--- src/rtl/phase_sequencer.sv ---
// phase_sequencer: intersection phase FSM that arms a downstream countdown timer and steps NS/EW heads.
// Latency: lights, phase and tmr_start are registered and change on the edge entering a phase's ARM cycle.
// Flow: one-cycle tmr_start strobe per phase, advance on tmr_done; optional WALK phase under SMARTFLOW_PED_EN.
module phase_sequencer #(
  parameter int WIDTH    = 8,
  parameter int T_GREEN  = 20,
  parameter int T_EXT    = 8,
  parameter int MAX_EXT  = 3,
  parameter int T_YELLOW = 4,
  parameter int T_ALLRED = 2,
  parameter int T_WALK   = 10
) (
  input  logic             clk,
  input  logic             reset_n,
  input  logic             ns_car,
  input  logic             ew_car,
  input  logic             tmr_done,
  output logic             tmr_start,
  output logic [WIDTH-1:0] tmr_load,
  output logic [1:0]       ns_light,
  output logic [1:0]       ew_light,
  output logic [2:0]       phase
`ifdef SMARTFLOW_PED_EN
  ,
  input  logic             ped_req,
  output logic             walk
`endif
);

  localparam int               EXT_W     = $clog2(MAX_EXT + 2);
  localparam logic [EXT_W-1:0] EXT_MAX   = EXT_W'(MAX_EXT);
  localparam logic [WIDTH-1:0] LD_GREEN  = WIDTH'(T_GREEN);
  localparam logic [WIDTH-1:0] LD_EXT    = WIDTH'(T_EXT);
  localparam logic [WIDTH-1:0] LD_YELLOW = WIDTH'(T_YELLOW);
  localparam logic [WIDTH-1:0] LD_ALLRED = WIDTH'(T_ALLRED);
  localparam logic [WIDTH-1:0] LD_WALK   = WIDTH'(T_WALK);

  localparam logic [1:0] RED = 2'b00;
  localparam logic [1:0] YEL = 2'b01;
  localparam logic [1:0] GRN = 2'b10;

  localparam logic [2:0] PH_IDLE = 3'd0;
  localparam logic [2:0] PH_AR   = 3'd1;
  localparam logic [2:0] PH_NSG  = 3'd2;
  localparam logic [2:0] PH_NSY  = 3'd3;
  localparam logic [2:0] PH_EWG  = 3'd4;
  localparam logic [2:0] PH_EWY  = 3'd5;
  localparam logic [2:0] PH_WALK = 3'd6;

  typedef enum logic [3:0] {
    S_IDLE, S_AR_ARM, S_AR_WAIT, S_NSG_ARM, S_NSG_WAIT, S_NSY_ARM, S_NSY_WAIT,
    S_EWG_ARM, S_EWG_WAIT, S_EWY_ARM, S_EWY_WAIT, S_WALK_ARM, S_WALK_WAIT
  } state_t;

  typedef enum logic {DIR_NS, DIR_EW} dir_t;

  state_t             state, state_nxt;
  dir_t               dir, dir_nxt;
  logic [EXT_W-1:0]   ext_cnt, ext_nxt;
  logic               start_nxt;
  logic [WIDTH-1:0]   load_nxt;
  logic [1:0]         ns_nxt, ew_nxt;
  logic [2:0]         phase_nxt;
  logic               ped_pend;
  state_t             green_sel;

  // ns_car is reserved for future priority logic; the FSM deliberately ignores it.
  logic unused_ns_car;
  assign unused_ns_car = ns_car;

  assign green_sel = (dir == DIR_NS) ? S_NSG_ARM : S_EWG_ARM;

  // Next state, timer arming and extension bookkeeping; tmr_done is ignored in ARM states (stale).
  // EW green never extends: its opposing sensor is not used for decisions.
  always_comb begin
    state_nxt = state;
    dir_nxt   = dir;
    ext_nxt   = ext_cnt;
    start_nxt = 1'b0;
    load_nxt  = tmr_load;
    case (state)
      S_IDLE:      begin state_nxt = S_AR_ARM; start_nxt = 1'b1; load_nxt = LD_ALLRED; end
      S_AR_ARM:    state_nxt = S_AR_WAIT;
      S_AR_WAIT:   if (tmr_done) begin
                     start_nxt = 1'b1;
                     if (ped_pend) begin state_nxt = S_WALK_ARM; load_nxt = LD_WALK; end
                     else          begin state_nxt = green_sel;  load_nxt = LD_GREEN; end
                   end
      S_WALK_ARM:  state_nxt = S_WALK_WAIT;
      S_WALK_WAIT: if (tmr_done) begin state_nxt = green_sel; start_nxt = 1'b1; load_nxt = LD_GREEN; end
      S_NSG_ARM:   state_nxt = S_NSG_WAIT;
      S_NSG_WAIT:  if (tmr_done) begin
                     start_nxt = 1'b1;
                     if (!ew_car && (ext_cnt < EXT_MAX) && !ped_pend) begin
                       state_nxt = S_NSG_ARM;
                       load_nxt  = LD_EXT;
                       ext_nxt   = ext_cnt + EXT_W'(1);
                     end else begin
                       state_nxt = S_NSY_ARM;
                       load_nxt  = LD_YELLOW;
                       ext_nxt   = '0;
                     end
                   end
      S_NSY_ARM:   state_nxt = S_NSY_WAIT;
      S_NSY_WAIT:  if (tmr_done) begin
                     state_nxt = S_AR_ARM; start_nxt = 1'b1; load_nxt = LD_ALLRED; dir_nxt = DIR_EW;
                   end
      S_EWG_ARM:   state_nxt = S_EWG_WAIT;
      S_EWG_WAIT:  if (tmr_done) begin
                     state_nxt = S_EWY_ARM; start_nxt = 1'b1; load_nxt = LD_YELLOW; ext_nxt = '0;
                   end
      S_EWY_ARM:   state_nxt = S_EWY_WAIT;
      S_EWY_WAIT:  if (tmr_done) begin
                     state_nxt = S_AR_ARM; start_nxt = 1'b1; load_nxt = LD_ALLRED; dir_nxt = DIR_NS;
                   end
      default:     state_nxt = S_IDLE;
    endcase
  end

  // Lights and phase code for the state being entered; an extension re-arm keeps the same values.
  always_comb begin
    ns_nxt    = RED;
    ew_nxt    = RED;
    phase_nxt = PH_IDLE;
    case (state_nxt)
      S_AR_ARM, S_AR_WAIT:     phase_nxt = PH_AR;
      S_NSG_ARM, S_NSG_WAIT:   begin phase_nxt = PH_NSG; ns_nxt = GRN; end
      S_NSY_ARM, S_NSY_WAIT:   begin phase_nxt = PH_NSY; ns_nxt = YEL; end
      S_EWG_ARM, S_EWG_WAIT:   begin phase_nxt = PH_EWG; ew_nxt = GRN; end
      S_EWY_ARM, S_EWY_WAIT:   begin phase_nxt = PH_EWY; ew_nxt = YEL; end
      S_WALK_ARM, S_WALK_WAIT: phase_nxt = PH_WALK;
      default:                 phase_nxt = PH_IDLE;
    endcase
  end

  // State register and registered outputs
  always_ff @(posedge clk or negedge reset_n) begin
    if (!reset_n) begin
      state     <= S_IDLE;
      dir       <= DIR_NS;
      ext_cnt   <= '0;
      tmr_start <= 1'b0;
      tmr_load  <= '0;
      ns_light  <= RED;
      ew_light  <= RED;
      phase     <= PH_IDLE;
    end else begin
      state     <= state_nxt;
      dir       <= dir_nxt;
      ext_cnt   <= ext_nxt;
      tmr_start <= start_nxt;
      tmr_load  <= load_nxt;
      ns_light  <= ns_nxt;
      ew_light  <= ew_nxt;
      phase     <= phase_nxt;
    end
  end

`ifdef SMARTFLOW_PED_EN
  // Pedestrian latch: cleared on the WALK-entry edge (beats a same-cycle request), ignored during WALK
  always_ff @(posedge clk or negedge reset_n) begin
    if (!reset_n) begin
      ped_pend <= 1'b0;
      walk     <= 1'b0;
    end else begin
      if (state_nxt == S_WALK_ARM)
        ped_pend <= 1'b0;
      else if (ped_req && (state != S_WALK_ARM) && (state != S_WALK_WAIT))
        ped_pend <= 1'b1;
      walk <= (state_nxt == S_WALK_ARM) || (state_nxt == S_WALK_WAIT);
    end
  end
`else
  assign ped_pend = 1'b0;
`endif

endmodule

--- config.mk ---
export PLATFORM = sky130hd
export DESIGN_NAME = phase_sequencer
export DESIGN_NICKNAME = d
export VERILOG_FILES = /design/src/rtl/phase_sequencer.sv
export SDC_FILE = /design/constraint.sdc
export NUM_CORES = 1
export LEC_CHECK = 0
export ABC_CLOCK_PERIOD_IN_PS = 1600
export CORE_MARGIN = 5
export CORE_UTILIZATION = 45
export CTS_BUF_LIST = sky130_fd_sc_hd__clkbuf_8
export CTS_CLUSTER_SIZE = 16
export DETAILED_ROUTE_END_ITERATION = 10
export HOLD_SLACK_MARGIN = 0.03
export PLACE_DENSITY_LB_ADDON = 0.2
export SLEW_MARGIN = 10
export SYNTH_ARGS = -nofsm -noshare
export SYNTH_HDL_FRONTEND = slang
export SYNTH_SLANG_ARGS = --single-unit
--- constraint.sdc ---
create_clock -name clk -period 1.6 [get_ports clk]
set_input_delay 0.16 -clock clk [delete_from_list [all_inputs] [get_ports clk]]
set_output_delay 0.16 -clock clk [all_outputs]
set_load 0.02 [all_outputs]
# [After elaboration in Yosys (flattened, before gate mapping)]
# Cells that the tools add are included.
[word_totals] register_bits=24 in_bits=5 out_inout_bits=16 elab_cells=83
[classes] n_addsub=1 n_lt_le_gt_ge=1 eq_ne=30 n_mux=25 n_reduce_logical=18
[ops] cell="4-bit case mux with 11 select lines" count=1
[ops] cell="4-bit == test (second input constant)" count=10
[ops] cell="8-bit case mux with 5 select lines" count=1
[ops] cell="4-bit by 3-bit == test with 1-bit output (second input constant)" count=8
[ops] cell="8-bit 2-to-1 mux" count=4
[ops] cell="4-bit 2-to-1 mux" count=5
[ops] cell="3-bit case mux with 6 select lines" count=1
[ops] cell="4-bit by 2-bit == test with 1-bit output (second input constant)" count=4
[ops] cell="2-bit OR reduction" count=8
[ops] cell="3-bit 2-to-1 mux" count=5
[ops] cell="4-bit by 1-bit == test with 1-bit output (second input constant)" count=2
[ops] cell="2-bit != test (second input constant)" count=4
[ops] cell="2-bit case mux with 2 select lines" count=2
[ops] cell="3-bit case mux with 2 select lines" count=1
[ops] cell="3-bit AND reduction" count=2
[ops] cell="6-bit OR reduction" count=1
[ops] cell="5-bit AND reduction" count=1
[ops] cell="5-bit nonzero test" count=1
[ops] cell="4-bit zero test" count=1
[ops] cell="2-bit by 1-bit != test with 1-bit output (second input constant)" count=2
[ops] cell="1-bit case mux with 2 select lines" count=2
[ops] cell="2-bit nonzero test" count=2
[ops] cell="3-bit by 1-bit adder with 3-bit output (second input constant)" count=1
[ops] cell="3-bit by 2-bit < comparator with 1-bit output (second input constant)" count=1
[ops] cell="3 further kinds" count=5

# [Depth between registers and ports, before layout]
# Gate-level depths: netlist of the first run.
[logic_depth] depth_word=8 mapped_depth=7 depth_no_buf=6

# [Least setup slack after synthesis of the first run]
# No wires, ideal clock.
[synth_timing] kind="reg-to-reg" from="register ext_cnt[0]" to="register phase[1]" setup_ns=0.125 t_arrival_ns=1.608 setup_slack_ns=-0.133 path_stages_with_launch=6 period_less_slack_ns=1.733 cell_sequence="dfrtp_1 a211o_1 a211o_1 o21ai_4 nand2_4 mux2_4"
[synth_via] elab_chain_cells=8 elab_cells_between_ends=24
[synth_rtl] item="start: declaration" line="59" source="logic [EXT_W-1:0] ext_cnt, ext_nxt;"
[synth_rtl] item="start signal: assignment" line="150" source="ext_cnt <= ext_nxt;"
[synth_rtl] item="3-bit by 2-bit < comparator with 1-bit output (*)" line="94" source="if (!ew_car && (ext_cnt < EXT_MAX) && !ped_pend) begin"
[synth_rtl] item="1-bit logical AND (*)" line="94"
[synth_rtl] item="3-bit 2-to-1 mux (*)" line="94"
[synth_rtl] item="4-bit 2-to-1 mux (*)" line="92" source="S_NSG_WAIT: if (tmr_done) begin"
[synth_rtl] item="4-bit case mux with 11 select lines (*)" line="81" source="case (state)"
[synth_rtl] item="via state_nxt[1]" line="57" source="state_t state, state_nxt;"
[synth_rtl] item="4-bit == test (tied with other cells)" line="125" source="case (state_nxt)"
[synth_rtl] item="2-bit OR reduction" line="125"
[synth_rtl] item="3-bit case mux with 6 select lines (*)" line="125"
[synth_rtl] item="via phase_nxt[1]" line="63" source="logic [2:0] phase_nxt;"
[synth_rtl] item="end signal: assignment" line="155" source="phase <= phase_nxt;"
[synth_rtl] item="end: declaration" line="22" source="output logic [2:0] phase"
# Mark *: on every way through the listed nets, which the timed path passes. The rest lies on a longest branch.
# A chain may end at the register's enable or synchronous reset.

# [Final worst setup path of the first run]
[layout_timing] from="register state[0]" to="register phase[1]"
[layout_via] elab_chain_cells=6 elab_cells_between_ends=39
[layout_rtl] item="start: declaration" line="57"
[layout_rtl] item="start signal: assignment" line="148" source="state <= state_nxt;"
[layout_rtl] item="4-bit == test (tied with other cells)" line="81"
[layout_rtl] item="2-bit OR reduction (no source line)"
[layout_rtl] item="4-bit case mux with 11 select lines (*)" line="81"
[layout_rtl] item="4-bit == test (tied with other cells)" line="125"
[layout_rtl] item="2-bit OR reduction" line="125"
[layout_rtl] item="3-bit case mux with 6 select lines (*)" line="125"
[layout_rtl] item="via phase_nxt[1]" line="63"
# Marked as above.

==> results of run 1 <==
-- critical path, stage by stage, from the launching register on --
cell	delay (ps)
dfrtp_1	460
buf_4	200
nor2_1	160
nand3_1	120
a31oi_2	260
o21bai_1	140
mux2_4	280
-- repair_timing --
item                                   CTS  global route
endpoints found under the hold margin    0             0
buffers inserted                         2             8
pin swaps                                3             5
setup endpoints to repair                9            10
gates resized for setup                  7            14
-- per-layer routing --
metal | global-route usage [%] | vias to the layer above
met4 | 10.4 | 0
met3 | 3.73 | 9
met2 | 30.1 | 53
li1 | - | 496
met1 | 23.7 | 523
met5 | 0 | -
-- cells in the final DEF (no fill, tap or decap), types with 5 or more instances in the layout --
master and n:
buf_4 37, dfrtp_1 17, clkdlybuf4s50_1 15, o21ai_0 9
nor2_1 8, nand2_1 5, inv_1 5, a21oi_1 5
buf_6 5
-- cell type report --
cell class,count,area [um2]
multi-input cells,77,557
well taps,28,35.0
repair buffers,58,489
flip-flops and latches,20,504
clock buffers,3,41.3
clock inverters,1,30.0
inverters,7,26.3
fillers,159,551
-- cells in the mapped netlist, types with 3 or more instances --
master,instances,area (um2)
a31oi_1,3,18.8
o21ai_0,10,50.1
a21oi_1,5,25.0
dfrtp_1,20,500
nand3_1,4,20.0
nand2_1,5,18.8
buf_4,4,30.0
inv_1,7,26.3
nor2_1,9,33.8
o22ai_1,4,25.0
and3_1,3,18.8
buf_2,5,25.0
-- power groups by stage --
stage / clock [mW] / combinational, mW / sequential (mW)
2_1_floorplan: 0 / 1.07 / 0.969
3_3_place_gp: 0 / 2.14 / 0.863
3_5_place_dp: 0 / 2.19 / 0.876
4_1_cts: 0.523 / 2.31 / 0.881
5_1_grt: 0.555 / 3.02 / 0.892
6_report: 0.526 / 2.83 / 0.871
-- cells by family after synthesis --
family	synth area share (%)
adders and majority gates	1.17
DFF	46.7
muxes	2.45
AOI/OAI and AO/OA	24.3
and+or+nand+nor	14.8
other	0.350
xor gates and xnor gates	1.63
buffers and inverters	8.63
-- state kept, by name, summed over array words and instances, names as in the netlist --
name,cells
state,4
tmr_load,4
ext_cnt,3
phase,3
ew_light,2
ns_light,2
dir,1
tmr_start,1
-- final timing paths --
path,end,depth (start not counted)
setup / recovery,phase[1]$_DFF_PN0_,6
hold / removal,ew_light[1]$_DFF_PN0_,2
setup reg to reg,phase[1]$_DFF_PN0_,6
hold reg to reg,tmr_load[3]$_DFFE_PN0P_,1
max in group asynchronous,state[2]$_DFF_PN0_,2
min in group clk,tmr_load[3]$_DFFE_PN0P_,1
==> flow_metrics.tcl, run 1 <==
set metrics [dict create \
    grt_pass1_wl_mm 4.82 \
    first_global_vias 1033 \
    die_h_um 58.8 \
    synth.yosys.seq_area_share_pct 46.7 \
    clkPwrFrac_pct 12.4 \
    fin_nets 173 \
    hold_violations 0 \
    fmaxAchievable_mhz 578 \
    internal_power_mw 2.51 \
    switchingPower_mw 1.72 \
    syn_area_mm2 0.00107 \
    drt-initial-drc-count 53 \
    overflow 0 \
    drv_cap 0 \
    syn_to_final_growth_pct 56.9 \
    routed.top_layer "met4" \
    hold_ws_ps 223 \
    hp-class "input pin to asynchronous set/reset pin" \
    cts.clk_slew.worst_paths_ps 90 \
    async_flop_share_pct 100 \
    place.gp.congestion 0.888 \
    route.met2.wl_mm 1.70 \
    power_mw 4.23 \
    drcViolationCount 0 \
    dr_total_vias 1081 \
    min_period_over_period_pct 108 \
    numCtsBuffers 3 \
    r2r_slack_ps -130 \
    critical_path_class "flop to flop" \
    rows 17 \
    placed_area_mm2 0.00145 \
    worstPathArrival_ps 1900 \
    wl_met3_um 256 \
    status "complete, but fails checks" \
    wl_mm 3.43 \
    antenna_found_initial 0 \
    switching_share_pct 40.6 \
    rsz0062_at_grt "yes" \
    wire_per_inst_um 17.7 \
    setup_viol 7 \
    required_ps 1770 \
    antenna_left 0 \
    synthCells 111 \
    synth_edf_count 0 \
    hpwlAfterDp_mm 2.05 \
    cts_tree "built" \
    ys.warnings.count 0 \
    n_antenna_cell 0 \
    htree_num_levels 1 \
    synth.distinct_cells 38 \
    fin_area_mm2 0.00168 \
    dp.cells 180 \
    cp_max_fo 9 \
    cts-root-buf "clkbuf_8" \
    p_seq_share_pct 20.6 \
    cts_hold_buffers 0 \
    violations "negative setup slack" \
    dr.pass1.iters 4 \
    leakage_nw 0.812 \
    skew_ps 9.09 \
    preCtsSetupSlack_ps -331 \
    die_x_um 58.8 \
    critPathLaunchType "flop" \
    clk-insertion-delay-late_ps 270 \
    coreArea_mm2 0.00223 \
    reg2reg_from "state[0]$_DFF_PN0_" \
    syn_area_per_cell_um2 9.66 \
    ys_seq_elements 20 \
    die_area_mm2 0.00346 \
    fin_cells 194 \
    clock_sinks 20 \
    drive_above_1_share_pct 41.0 \
    track_usage_pct 18.8 \
    final_core_util_pct 75.4 \
    grt_max_degree 21 \
    vias_per_cell 5.57 \
    drt-met1-wl_mm 1.39 \
    start_util_pct 48.0 \
    fin_ws_ps -130 \
    peakVddDrop_v 0.00180 \
    combPwrFrac_pct 67.0 \
    io_pins 21 \
    synthFlopType "dfrtp_1" \
    port_buffers 15 \
    clockBufferDepth 2 \
    maxSlewViolCount 0 \
    pwr_density_cell_mw_per_mm2 2510 \
    cp-startpoint "state[0]$_DFF_PN0_" \
    setup_tns_ps -632 \
    min_period_ps 1730 \
    endpoint_kind "flop" \
]
No activity file was read; power rests on OpenSTA's default activity.
==> run 2, diff against run 1 <==
--- a/config.mk
+++ b/config.mk
@@ -5,6 +5,7 @@
 export SDC_FILE = /design/constraint.sdc
 export NUM_CORES = 1
 export LEC_CHECK = 0
+export ABC_AREA = 0
 export ABC_CLOCK_PERIOD_IN_PS = 1600
 export CORE_MARGIN = 5
 export CORE_UTILIZATION = 45
==> results of run 2 <==
The final DEF is identical to that of run 1; final timing and power are the same.
==> run 3, diff against run 2 <==
--- a/config.mk
+++ b/config.mk
@@ -18,3 +18,4 @@
 export SYNTH_ARGS = -nofsm -noshare
 export SYNTH_HDL_FRONTEND = slang
 export SYNTH_SLANG_ARGS = --single-unit
+export TNS_END_PERCENT = 10
==> flow_metrics.tcl, run 3 (synthesis gave the netlist of run 1 again) <==
set metrics [dict create \
    numCtsBuffers 3 \
    fmaxAchievable_mhz 566 \
    postCtsSetupBuffers 0 \
    layout_common_cells "buf_4 (33), dfrtp_1 (17), clkdlybuf4s50_1 (15)" \
    setup_tns_ps -698 \
    pwr_density_cell_mw_per_mm2 2400 \
    clock_sinks 20 \
    wire_per_inst_um 15.8 \
    cts-root-buf "clkbuf_8" \
    violations "negative setup slack" \
    dr_total_vias 988 \
    r2r_end "ns_light[1]$_DFF_PN0_" \
    hpwlAfterDp_mm 2.05 \
    rsz0062_at_grt "yes" \
    dr.pass1.iters 4 \
    drive_above_1_share_pct 32.7 \
    min_period_ps 1770 \
    syn_to_final_growth_pct 44.2 \
    status "complete, but fails checks" \
    fill_cells 191 \
    slowest_delay_ps 450 \
    grt_pass1_wl_mm 4.66 \
    dp.cells 180 \
    coreArea_mm2 0.00223 \
    crit_slowest_cell "dfrtp_1" \
    drcViolationCount 0 \
    start_util_pct 48.0 \
    n_antenna_cell 0 \
    cts.clk_slew.worst_paths_ps 80 \
    required_ps 1750 \
    top_regs "state (4), tmr_load (4)" \
    r2r_slack_ps -170 \
    final_common_cell "buf_4" \
    place.gp.congestion 0.888 \
    vias_per_cell 5.37 \
    worstPathArrival_ps 1920 \
    critical_path_class "flop to flop" \
    hold_ws_ps 231 \
    setup_viol 9 \
    final_core_util_pct 69.2 \
    endpoint_kind "flop" \
    cp_max_fo 9 \
    track_usage_pct 18.3 \
    htree_num_levels 1 \
    hold_violations 0 \
    critPathLaunchType "flop" \
    port_buffers 15 \
    clk-insertion-delay-late_ps 270 \
    cp-startpoint "state[0]$_DFF_PN0_" \
    maxSlewViolCount 0 \
    multi_input_area_um2 512 \
    drt-initial-drc-count 33 \
    die_h_um 58.8 \
    power_mw 3.71 \
    io_pins 21 \
    rows 17 \
    clockBufferDepth 2 \
    cts_tree "built" \
    grt_max_degree 21 \
    leakage_nw 0.747 \
    skew_ps 3.40 \
    regArea_um2 504 \
    hp-class "input pin to asynchronous set/reset pin" \
    drv_cap 0 \
    overflow 0 \
    antenna_left 0 \
    die_x_um 58.8 \
    fin_cells 184 \
    fin_nets 163 \
    die_area_mm2 0.00346 \
    reg2reg_from "state[0]$_DFF_PN0_" \
    r2r_cells 7 \
    antenna_found_initial 0 \
    wl_mm 2.91 \
    first_global_vias 994 \
    peakVddDrop_v 0.00169 \
    fin_ws_ps -168 \
    crit_chain "buf_4 -> o21a_1 -> o22ai_1 -> a21o_1 -> o21bai_1 -> buf_4 -> o22ai_1" \
    min_period_over_period_pct 110 \
]
==> run 3: cell count changes in the layout (fill, tap and decap cells not counted), moves of 2 or more <==
cell   delta
buf_4     -4
inv_1     +2
buf_6     -5
inv_2     -2
==> run 3: repair_timing <==
action                                  4_1_cts  5_1_grt
pin swaps                                     2        1
endpoints found under the setup margin        9       10
hold buffers                                  0        0
gates resized for setup                       5        2
==> run 3: cell type report <==
| type | instances | area share [%] |
|---|---|---|
| clock buffer | 3 | 2.67 |
| clock inverter | 1 | 1.94 |
| inverter | 7 | 1.70 |
| multi-input combinational | 77 | 33.1 |
| sequential | 20 | 32.6 |
| tap | 28 | 2.27 |
| timing repair buffer | 48 | 25.7 |
==> run 3: worst max-delay path by stage <==
stage                                  to  slack (ps)  cells after the start
CTS                    phase[1]$_DFF_PN0_        -110                      5
global route        ns_light[1]$_DFF_PN0_        -230                      7
floorplan              phase[1]$_DFF_PN0_        -120                      5
global placement       phase[1]$_DFF_PN0_        -290                      6
finish              ns_light[1]$_DFF_PN0_        -170                      7
detailed placement     phase[1]$_DFF_PN0_        -330                      7
==> run 3: worst max-delay path, delay by kind of cell, from the launching register on <==
kind                   cells  cell delay (ps)
AO/OA/AOI/OAI              5              830
flip-flops                 1              450
buffers and inverters      2              370
==> run 3: metrics by stage <==
stage	worst slack, ps	instance area (um2)
floorplan	-118	1080
global placement	-288	1450
detailed placement	-331	1450
CTS	-113	1530
global route	-232	1550
finish	-168	1550
==> run 3: report_power, final <==
| group | internal (mW) | total [mW] | switching (mW) |
|---|---|---|---|
| registers | 0.723 | 0.885 | 0.161 |
| logic | 1.14 | 2.31 | 1.16 |
| clock network | 0.335 | 0.514 | 0.180 |
| total | 2.20 | 3.71 | 1.50 |
==> run 3: layer usage <==
metal  wire, um  track usage [%]  part of all wire, %  up-vias
met3        131             3.51                  4.5        7
met4         68             9.71                  2.3        0
met1       1260             23.0                   43      474
met5          0                0                    0        -
li1           -                -                    -      477
met2       1440             29.3                   50       30
